`src/rtl/vend_pkg.sv`:
```
// Shared types and constants for the vend sequencer: FSM states, actuator
// select codes, drink codes, coin values and the price lookup.
package vend_pkg;

  typedef enum logic [2:0] {
    ST_IDLE,
    ST_CHECK,
    ST_DRINK,
    ST_COIN,
    ST_GAP,
    ST_DONE,
    ST_FAULT
  } state_t;

  localparam logic [1:0] ACT_DRINK1   = 2'd0;
  localparam logic [1:0] ACT_DRINK2   = 2'd1;
  localparam logic [1:0] ACT_COIN_1Y  = 2'd2;
  localparam logic [1:0] ACT_COIN_05Y = 2'd3;

  localparam logic [1:0] DRINK_1 = 2'b01;
  localparam logic [1:0] DRINK_2 = 2'b10;

  // Coin values in units of 0.5 yuan
  localparam logic [5:0] COIN_1Y_VAL  = 6'd2;
  localparam logic [5:0] COIN_05Y_VAL = 6'd1;

  localparam int TMR_W = 8;

  // Cancel codes (00/11) price to zero so the whole sum is refunded
  function automatic logic [5:0] price_of(input logic [1:0] drink,
                                          input logic [5:0] p1,
                                          input logic [5:0] p2);
    case (drink)
      DRINK_1: return p1;
      DRINK_2: return p2;
      default: return 6'd0;
    endcase
  endfunction

endpackage

```
`src/rtl/vend_sequencer_if.sv`:
```
// Purchase request handshake plus the shared dispense actuator bus.
// master = sequencer side, slave = purchase FSM / mechanism side.
interface vend_sequencer_if;
  logic       req_valid;
  logic       req_ready;
  logic [1:0] req_drink;
  logic [5:0] req_sum;
  logic       act_valid;
  logic [1:0] act_sel;
  logic       act_ack;

  modport master (
    input  req_valid, req_drink, req_sum, act_ack,
    output req_ready, act_valid, act_sel
  );

  modport slave (
    output req_valid, req_drink, req_sum, act_ack,
    input  req_ready, act_valid, act_sel
  );
endinterface

```
`src/rtl/act_timer.sv`:
```
// Single down-counter shared by the inter-pulse gap and the ack timeout.
// expire fires in the last counted cycle so the FSM can leave on that edge.
module act_timer #(
  parameter int W = 8
) (
  input  logic         clk,
  input  logic         rst_n,
  input  logic         start,
  input  logic [W-1:0] load_val,
  output logic         expire
);

  logic [W-1:0] cnt_reg;

  always_ff @(posedge clk) begin
    if (!rst_n) begin
      cnt_reg <= '0;
    end else if (start) begin
      cnt_reg <= load_val;
    end else if (cnt_reg != '0) begin
      cnt_reg <= cnt_reg - W'(1);
    end
  end

  assign expire = (cnt_reg == W'(1));

endmodule

```
`src/rtl/vend_sequencer.sv`:
```
// Vend sequencer: accepts one purchase, then drives the drink gate and the
// change coins (largest first) over the shared actuator bus.
module vend_sequencer
  import vend_pkg::*;
#(
  parameter int PRICE_1     = 5,
  parameter int PRICE_2     = 10,
  parameter int PULSE_GAP   = 2,
  parameter int ACK_TIMEOUT = 16
) (
  input  logic                 clk,
  input  logic                 rst_n,
  vend_sequencer_if.master     bus,
  output logic                 busy,
  output logic                 done,
  output logic                 short_flag,
  output logic [5:0]           change_left,
  output logic                 fault
);

  state_t           state_reg, state_next;
  logic [1:0]       drink_reg;
  logic [5:0]       sum_reg;
  logic [5:0]       change_reg, change_next;
  logic             short_reg, short_next;
  logic             act_on;
  logic [1:0]       act_code;
  logic             tmr_start;
  logic [TMR_W-1:0] tmr_load;
  logic             tmr_expire;
  logic [5:0]       price;
  logic             drink_ok;
  logic [5:0]       coin_val;

  act_timer #(.W(TMR_W)) u_timer (
    .clk      (clk),
    .rst_n    (rst_n),
    .start    (tmr_start),
    .load_val (tmr_load),
    .expire   (tmr_expire)
  );

  always_ff @(posedge clk) begin
    if (!rst_n) begin
      state_reg  <= ST_IDLE;
      drink_reg  <= '0;
      sum_reg    <= '0;
      change_reg <= '0;
      short_reg  <= 1'b0;
    end else begin
      state_reg  <= state_next;
      change_reg <= change_next;
      short_reg  <= short_next;
      if (state_reg == ST_IDLE && bus.req_valid) begin
        drink_reg <= bus.req_drink;
        sum_reg   <= bus.req_sum;
      end
    end
  end

  assign price    = price_of(drink_reg, 6'(PRICE_1), 6'(PRICE_2));
  assign drink_ok = (drink_reg == DRINK_1) || (drink_reg == DRINK_2);
  assign coin_val = (change_reg >= COIN_1Y_VAL) ? COIN_1Y_VAL : COIN_05Y_VAL;

  always_comb begin
    state_next  = state_reg;
    change_next = change_reg;
    short_next  = short_reg;
    act_on      = 1'b0;
    act_code    = ACT_DRINK1;
    tmr_start   = 1'b0;
    tmr_load    = TMR_W'(ACK_TIMEOUT);

    case (state_reg)
      ST_IDLE: begin
        if (bus.req_valid) begin
          short_next = 1'b0;
          state_next = ST_CHECK;
        end
      end
      ST_CHECK: begin
        if (drink_ok && sum_reg >= price) begin
          change_next = sum_reg - price;
          state_next  = ST_DRINK;
          tmr_start   = 1'b1;
        end else begin
          // Short or cancelled: refund everything, flag only a real shortfall
          change_next = sum_reg;
          short_next  = drink_ok;
          if (sum_reg != '0) begin
            state_next = ST_COIN;
            tmr_start  = 1'b1;
          end else begin
            state_next = ST_DONE;
          end
        end
      end
      ST_DRINK: begin
        act_on   = 1'b1;
        act_code = (drink_reg == DRINK_2) ? ACT_DRINK2 : ACT_DRINK1;
        if (bus.act_ack) begin
          state_next = ST_GAP;
          tmr_start  = 1'b1;
          tmr_load   = TMR_W'(PULSE_GAP);
        end else if (tmr_expire) begin
          state_next = ST_FAULT;
        end
      end
      ST_COIN: begin
        act_on   = 1'b1;
        act_code = (change_reg >= COIN_1Y_VAL) ? ACT_COIN_1Y : ACT_COIN_05Y;
        if (bus.act_ack) begin
          change_next = change_reg - coin_val;
          state_next  = ST_GAP;
          tmr_start   = 1'b1;
          tmr_load    = TMR_W'(PULSE_GAP);
        end else if (tmr_expire) begin
          state_next = ST_FAULT;
        end
      end
      ST_GAP: begin
        if (tmr_expire) begin
          if (change_reg != '0) begin
            state_next = ST_COIN;
            tmr_start  = 1'b1;
          end else begin
            state_next = ST_DONE;
          end
        end
      end
      ST_DONE:  state_next = ST_IDLE;
      ST_FAULT: state_next = ST_FAULT;
      default:  state_next = ST_IDLE;
    endcase
  end

  assign bus.req_ready = (state_reg == ST_IDLE);
  assign bus.act_valid = act_on;
  assign bus.act_sel   = act_code;
  assign busy          = (state_reg != ST_IDLE);
  assign done          = (state_reg == ST_DONE);
  assign fault         = (state_reg == ST_FAULT);
  assign short_flag    = short_reg;
  assign change_left   = change_reg;

endmodule
```
`src/flat_wrapper.sv`:
```
// flat-port wrapper written by rule: the top's interface ports become plain ports
module vend_sequencer_flat import vend_pkg::*;
#(
  parameter int PRICE_1     = 5,
  parameter int PRICE_2     = 10,
  parameter int PULSE_GAP   = 2,
  parameter int ACK_TIMEOUT = 16
)
  (clk, rst_n, busy, done, short_flag, change_left, fault, bus_req_valid, bus_req_drink, bus_req_sum, bus_act_ack, bus_req_ready, bus_act_valid, bus_act_sel);
  vend_sequencer_if bus_i ();
  input  logic clk;
  input  logic rst_n;
  output logic busy;
  output logic done;
  output logic short_flag;
  output logic [5:0] change_left;
  output logic fault;
  input wire logic [$bits(bus_i.req_valid)-1:0] bus_req_valid;
  input wire logic [$bits(bus_i.req_drink)-1:0] bus_req_drink;
  input wire logic [$bits(bus_i.req_sum)-1:0] bus_req_sum;
  input wire logic [$bits(bus_i.act_ack)-1:0] bus_act_ack;
  output wire logic [$bits(bus_i.req_ready)-1:0] bus_req_ready;
  output wire logic [$bits(bus_i.act_valid)-1:0] bus_act_valid;
  output wire logic [$bits(bus_i.act_sel)-1:0] bus_act_sel;
  assign bus_i.req_valid = bus_req_valid;
  assign bus_i.req_drink = bus_req_drink;
  assign bus_i.req_sum = bus_req_sum;
  assign bus_i.act_ack = bus_act_ack;
  assign bus_req_ready = bus_i.req_ready;
  assign bus_act_valid = bus_i.act_valid;
  assign bus_act_sel = bus_i.act_sel;
  vend_sequencer #(.PRICE_1(PRICE_1), .PRICE_2(PRICE_2), .PULSE_GAP(PULSE_GAP), .ACK_TIMEOUT(ACK_TIMEOUT)) u_core (.clk(clk), .rst_n(rst_n), .bus(bus_i), .busy(busy), .done(done), .short_flag(short_flag), .change_left(change_left), .fault(fault));
endmodule
```
`config.mk`:
```
export PLATFORM = sky130hd
export DESIGN_NAME = vend_sequencer_flat
export DESIGN_NICKNAME = d
export VERILOG_FILES = /design/src/rtl/vend_pkg.sv /design/src/rtl/vend_sequencer_if.sv /design/src/rtl/act_timer.sv /design/src/rtl/vend_sequencer.sv /design/src/flat_wrapper.sv
export SDC_FILE = /design/constraint.sdc
export NUM_CORES = 1
export LEC_CHECK = 0
export BUFFER_PORTS_ARGS = -buffer_cell sky130_fd_sc_hd__buf_2
export CORE_MARGIN = 5
export CORE_UTILIZATION = 60
export CTS_BUF_LIST = sky130_fd_sc_hd__clkbuf_16
export CTS_CLUSTER_DIAMETER = 40
export CTS_CLUSTER_SIZE = 25
export DETAILED_ROUTE_END_ITERATION = 8
export GPL_ROUTABILITY_DRIVEN = 1
export PLACE_DENSITY = 0.83
export SKIP_LAST_GASP = 1
export SYNTH_ARGS = -nofsm -noshare
export SYNTH_HDL_FRONTEND = slang
export SYNTH_SLANG_ARGS = --single-unit
```
`constraint.sdc`:
```
create_clock -name clk -period 5.9 [get_ports clk]
set_input_delay 1.77 -clock clk [delete_from_list [all_inputs] [get_ports clk]]
set_output_delay 1.77 -clock clk [all_outputs]
set_load 0.01 [all_outputs]
```
## Word-level counts from Yosys, hierarchy flattened

Index checks and enable logic that the tools add are counted.

- Output and inout bits: 14
- Bits of input ports: 12
- Bits in registers: 26
- Word-level logic and storage cells: 70

- Add/subtract/negate cells: 3
- Equality and inequality tests: 14
- Order comparisons: 2
- Reduce and logical (&&, ||, !) cells: 15
- Mux-type cells: 30

Operators by type and width:

| kind | count |
|---|---|
| two-way mux 8 bit | 3 |
| two-way mux 3 bit | 7 |
| case mux 3 bit (5 select lines) | 1 |
| two-way mux 6 bit | 2 |
| case mux 6 bit (2 select lines) | 1 |
| nonzero test 6 bit | 2 |
| two-way mux 1 bit | 10 |
| == test 3 bit (second input constant) | 3 |
| == test 8 x 1 -> 1 bit (second input constant) | 1 |
| case mux 4 bit (2 select lines) | 1 |
| nonzero test 8 bit | 1 |
| subtractor 8 x 1 -> 8 bit (second input constant) | 1 |
| == test 3 x 2 -> 1 bit (second input constant) | 2 |
| >= comparator 6 x 2 -> 1 bit (second input constant) | 1 |
| >= comparator 6 x 4 -> 1 bit | 1 |
| != test 2 bit (second input constant) | 3 |
| AND reduction 3 bit | 2 |
| nonzero test 2 bit | 3 |
| subtractor 6 x 4 -> 6 bit | 1 |
| subtractor 6 bit | 1 |
| two-way mux 5 bit | 1 |
| case mux 2 bit (2 select lines) | 1 |
| == test 3 x 1 -> 1 bit (second input constant) | 1 |
| zero test 3 bit | 1 |
| other kinds (12) | 13 |

## Longest topological paths before layout

- Word-level depth: 7
- Gate-level depth with buffers: 9
- Gate-level depth less buffers: 9

## By module

From an unflattened synthesis, not the netlist that was laid out.

- Cell total of the unflattened synthesis: 235
- Area total of the unflattened synthesis: 1875.5 sq um

Modules (own cells, without submodules):

| module | cells each | area each (sq um) | seq. area each (sq um) | times used |
|---|---|---|---|---|
| vend_sequencer | 181 | 1380.1 | 360.3 | 1 |
| act_timer | 54 | 495.5 | 160.2 | 1 |

## Worst setup path after synthesis

OpenSTA, ideal clock, no wires.

- Kind: register to output
- Start point: reg u_core.change_reg[2], in the netlist u_core.change_left[2]
- End point: out bus_act_sel[0]
- Stages on the path, launching flop included: 5
- Data required time: 4.130 ns
- Data arrival time: 1.171 ns
- Path slack: 2.959 ns
- Buffers on the path: 0
- Cells stage by stage: dfxtp_1 -> nor2_1 -> nor4b_2 -> mux2i_1 -> nor2_1

- Cells in the longest elaborated chain, start to end: 3

RTL lines:

| element | RTL line | text |
|---|---|---|
| start: declaration | vend_sequencer.sv:24 | `logic [5:0] change_reg, change_next;` |
| start signal: assignment | vend_sequencer.sv:52 | `change_reg <= change_next;` |
| >= comparator 6 x 2 -> 1 bit | vend_sequencer.sv:111 | `act_code = (change_reg >= COIN_1Y_VAL) ? ACT_COIN_1Y : ACT_COIN_05Y;` |
| two-way mux 1 bit | vend_sequencer.sv:111 |  |
| case mux 2 bit (2 select lines) | vend_sequencer.sv:74 | `case (state_reg)` |
| end: declaration | flat_wrapper.sv:24 | `output wire logic [$bits(bus_i.act_sel)-1:0] bus_act_sel;` |

Every way passes these cells.

## Worst setup path in the final report

Same ends and word-level chain as after synthesis.

==> reports/results.txt <==
Clk_lat worst skew -> 260 ps
Nets -> 279
YS warnings -> 0
Cells after Synth -> 232
Avg WL per Cell -> 13.3 µm
Top cell type by total area after synthesis -> dfxtp_1
Top cell type's share of synthesized area -> 0.276
Worst-Margin Slew -> 450 ps
Total Power -> 1.01 mW
Max transition margin -> 0.699
Clk buf depth -> 2
PortBufs -> 25
CP Class -> reg2out
Fin. Hold Viols -> 0
RePlAce Congestion -> 0.897
Antenna-violating nets left -> 0
Flops & latches, synth -> 26
Vias in the first global route -> 1534
Tmin final -> 3450 ps
Max_cap viols -> 0
Post-route cell area -> 0.00211 mm²
CP cell instances -> nor2_1, nor4b_2, mux2i_1, nor2_1, buf_2
Top cells by area, synth -> dfxtp_1, ha_1, nand2_1
Static Leak -> 0.901 nW
Largest stage delay, worst path -> 410 ps
Placed cell area -> 0.00203 mm²
Slew Viols, Final -> 0
CTS sink count -> 26
Share of cells above drive strength 1 -> 0.194
HP Class -> reg2reg
Total Routing Usage GR -> 0.202
CTS root buf -> clkbuf_16
Register clock-pin slew on the reported worst setup and hold paths -> 60 ps
Largest fanout on the critical path -> 6
Post-synthesis sequential area ratio -> 0.276
Mapped Nets -> 257
I/O Pins -> 26
Cell repeated most along the worst path -> nor2_1
Cell row count -> 20
EDFF count, synth -> 0
Clock skew -> 2.43 ps
Fin crit share -> 0.585
# DRC -> 0
WP data arrival -> 1680 ps
Setup repair after global routing missed its margin -> no
Setup crit start kind -> register
Die Span Y -> 66.0 µm
Crit-path slowest cell -> nor4b_2
CTS H-tree lvls -> 1
Drt pass-1 iters -> 5
Synthesized area per cell -> 8.12 µm²
Initial antenna violation count -> 0
DRT iter0 DRCs -> 119
Power density over cell area -> 478 mW/mm²
Core region area -> 0.00303 mm²
Antenna Cells -> 0
Endpoints failing setup -> 0
Async set or reset register ratio after synthesis -> 0
Die X -> 66.0 µm
Final core occ -> 0.695
Initial Util -> 0.622
Synth cell count leaders -> nand2_1, dfxtp_1, inv_1, nor2_1, a21oi_1
Post-CTS resize count -> 0
Num CTS Buffers -> 3
GRT overflow -> 0
Layout overhead on the synthesized area -> 11.8%
Detailed placement HPWL -> 2980 µm
Max reg flops -> 8
Cell variety after synth -> 61
Fmax achieved -> 0.290 GHz
Critical path required time -> 4130 ps
First-pass GRT wire length -> 6970 µm
CTS tree -> done
Vias after detailed routing -> 1665
Status -> complete, no violations
Largest net degree at the start of global routing -> 17
Setup tns final -> 0 ps
Postcts setup bufs -> 0
Most common cell in the netlist -> nand2_1
Die area -> 0.00436 mm²
Synthesized area -> 0.00188 mm²
Final WL -> 3950 µm
Maximum VDD drop -> 282 µV
CP endpoint kind -> output pin
Dominant synthesized flop cell -> dfxtp_1
Cts hold-fix bufs -> 0
Average via count per standard cell -> 5.61
-- final cells by class --
class / instances / area, µm²
inverters: 19 / 71.3
fillers: 248 / 922
multi-input cells: 179 / 1250
clock inverters: 1 / 3.75
well taps: 44 / 55.1
clock buffers: 3 / 75.1
repair buffers: 25 / 125
flip-flops and latches: 26 / 520
-- logic make-up (layout without fill, tap and decap cells) --
kind of cell,Yosys count,after routing,share of synthesized area
AOI/OAI and AO/OA,50,50,0.194
xor gates and xnor gates,5,5,0.0233
adders and majority gates,13,13,0.0944
buffers and inverters,27,48,0.0571
DFF,26,26,0.276
muxes,5,5,0.0272
and+or+nand+nor,106,106,0.328
-- where the power goes --
group,total [mW],leakage (nW),internal [mW],switching (mW)
sequential,0.285,0.213,0.222,0.0626
combinational,0.569,0.650,0.246,0.323
clock,0.153,0.0385,0.0909,0.0618
total,1.01,0.901,0.560,0.447
-- layer usage --
layer  part of all wire  GRT usage
met5                  0          0
met4              0.016     0.0787
met3              0.047     0.0221
met2               0.45      0.324
met1               0.48      0.275
-- layout by cell type, fill, tap and decap left out, drive strengths merged, types with 3 or more instances in the layout --
cell and instances:
o221ai 3, mux2i 4, buf 25, or3 4, dfxtp 26, clkbuf 3
xnor2 4, nor2 18, a21oi 18, o21ai 7, nand4 5, ha 11
nand3 7, nor2b 3, o211ai 4, nand2b 5, nor3 11, nor4 5
nand2 36, inv 19
-- critical path: cells and delay by family (launching register included) --
family	cells	cell delay [ps]
DFF	1	340
buffers and inverters	1	140
and+or+nand+nor	3	770
muxes	1	180
-- per-stage QoR --
| stage | worst slack, ps | hold WS, ps | cells |
|---|---|---|---|
| after floorplan | 2960 | 454 | 232 |
| after global placement | 2800 | 465 | 293 |
| after detailed placement | 2730 | 475 | 293 |
| after CTS | 2450 | 484 | 297 |
| after global routing | 2260 | 524 | 297 |
| final | 2450 | 478 | 297 |
-- final timing paths --
kind,start,to,slack (ps),cells after the start
min reg2reg,u_core.drink_reg[0],u_core.drink_reg[0],480,2
min,u_core.drink_reg[0],u_core.drink_reg[0],480,2
max reg2reg,u_core.change_left[2],u_core.change_left[5],3340,8
max,u_core.change_left[2],bus_act_sel[0],2450,5
(Power assumes the default switching activity.)
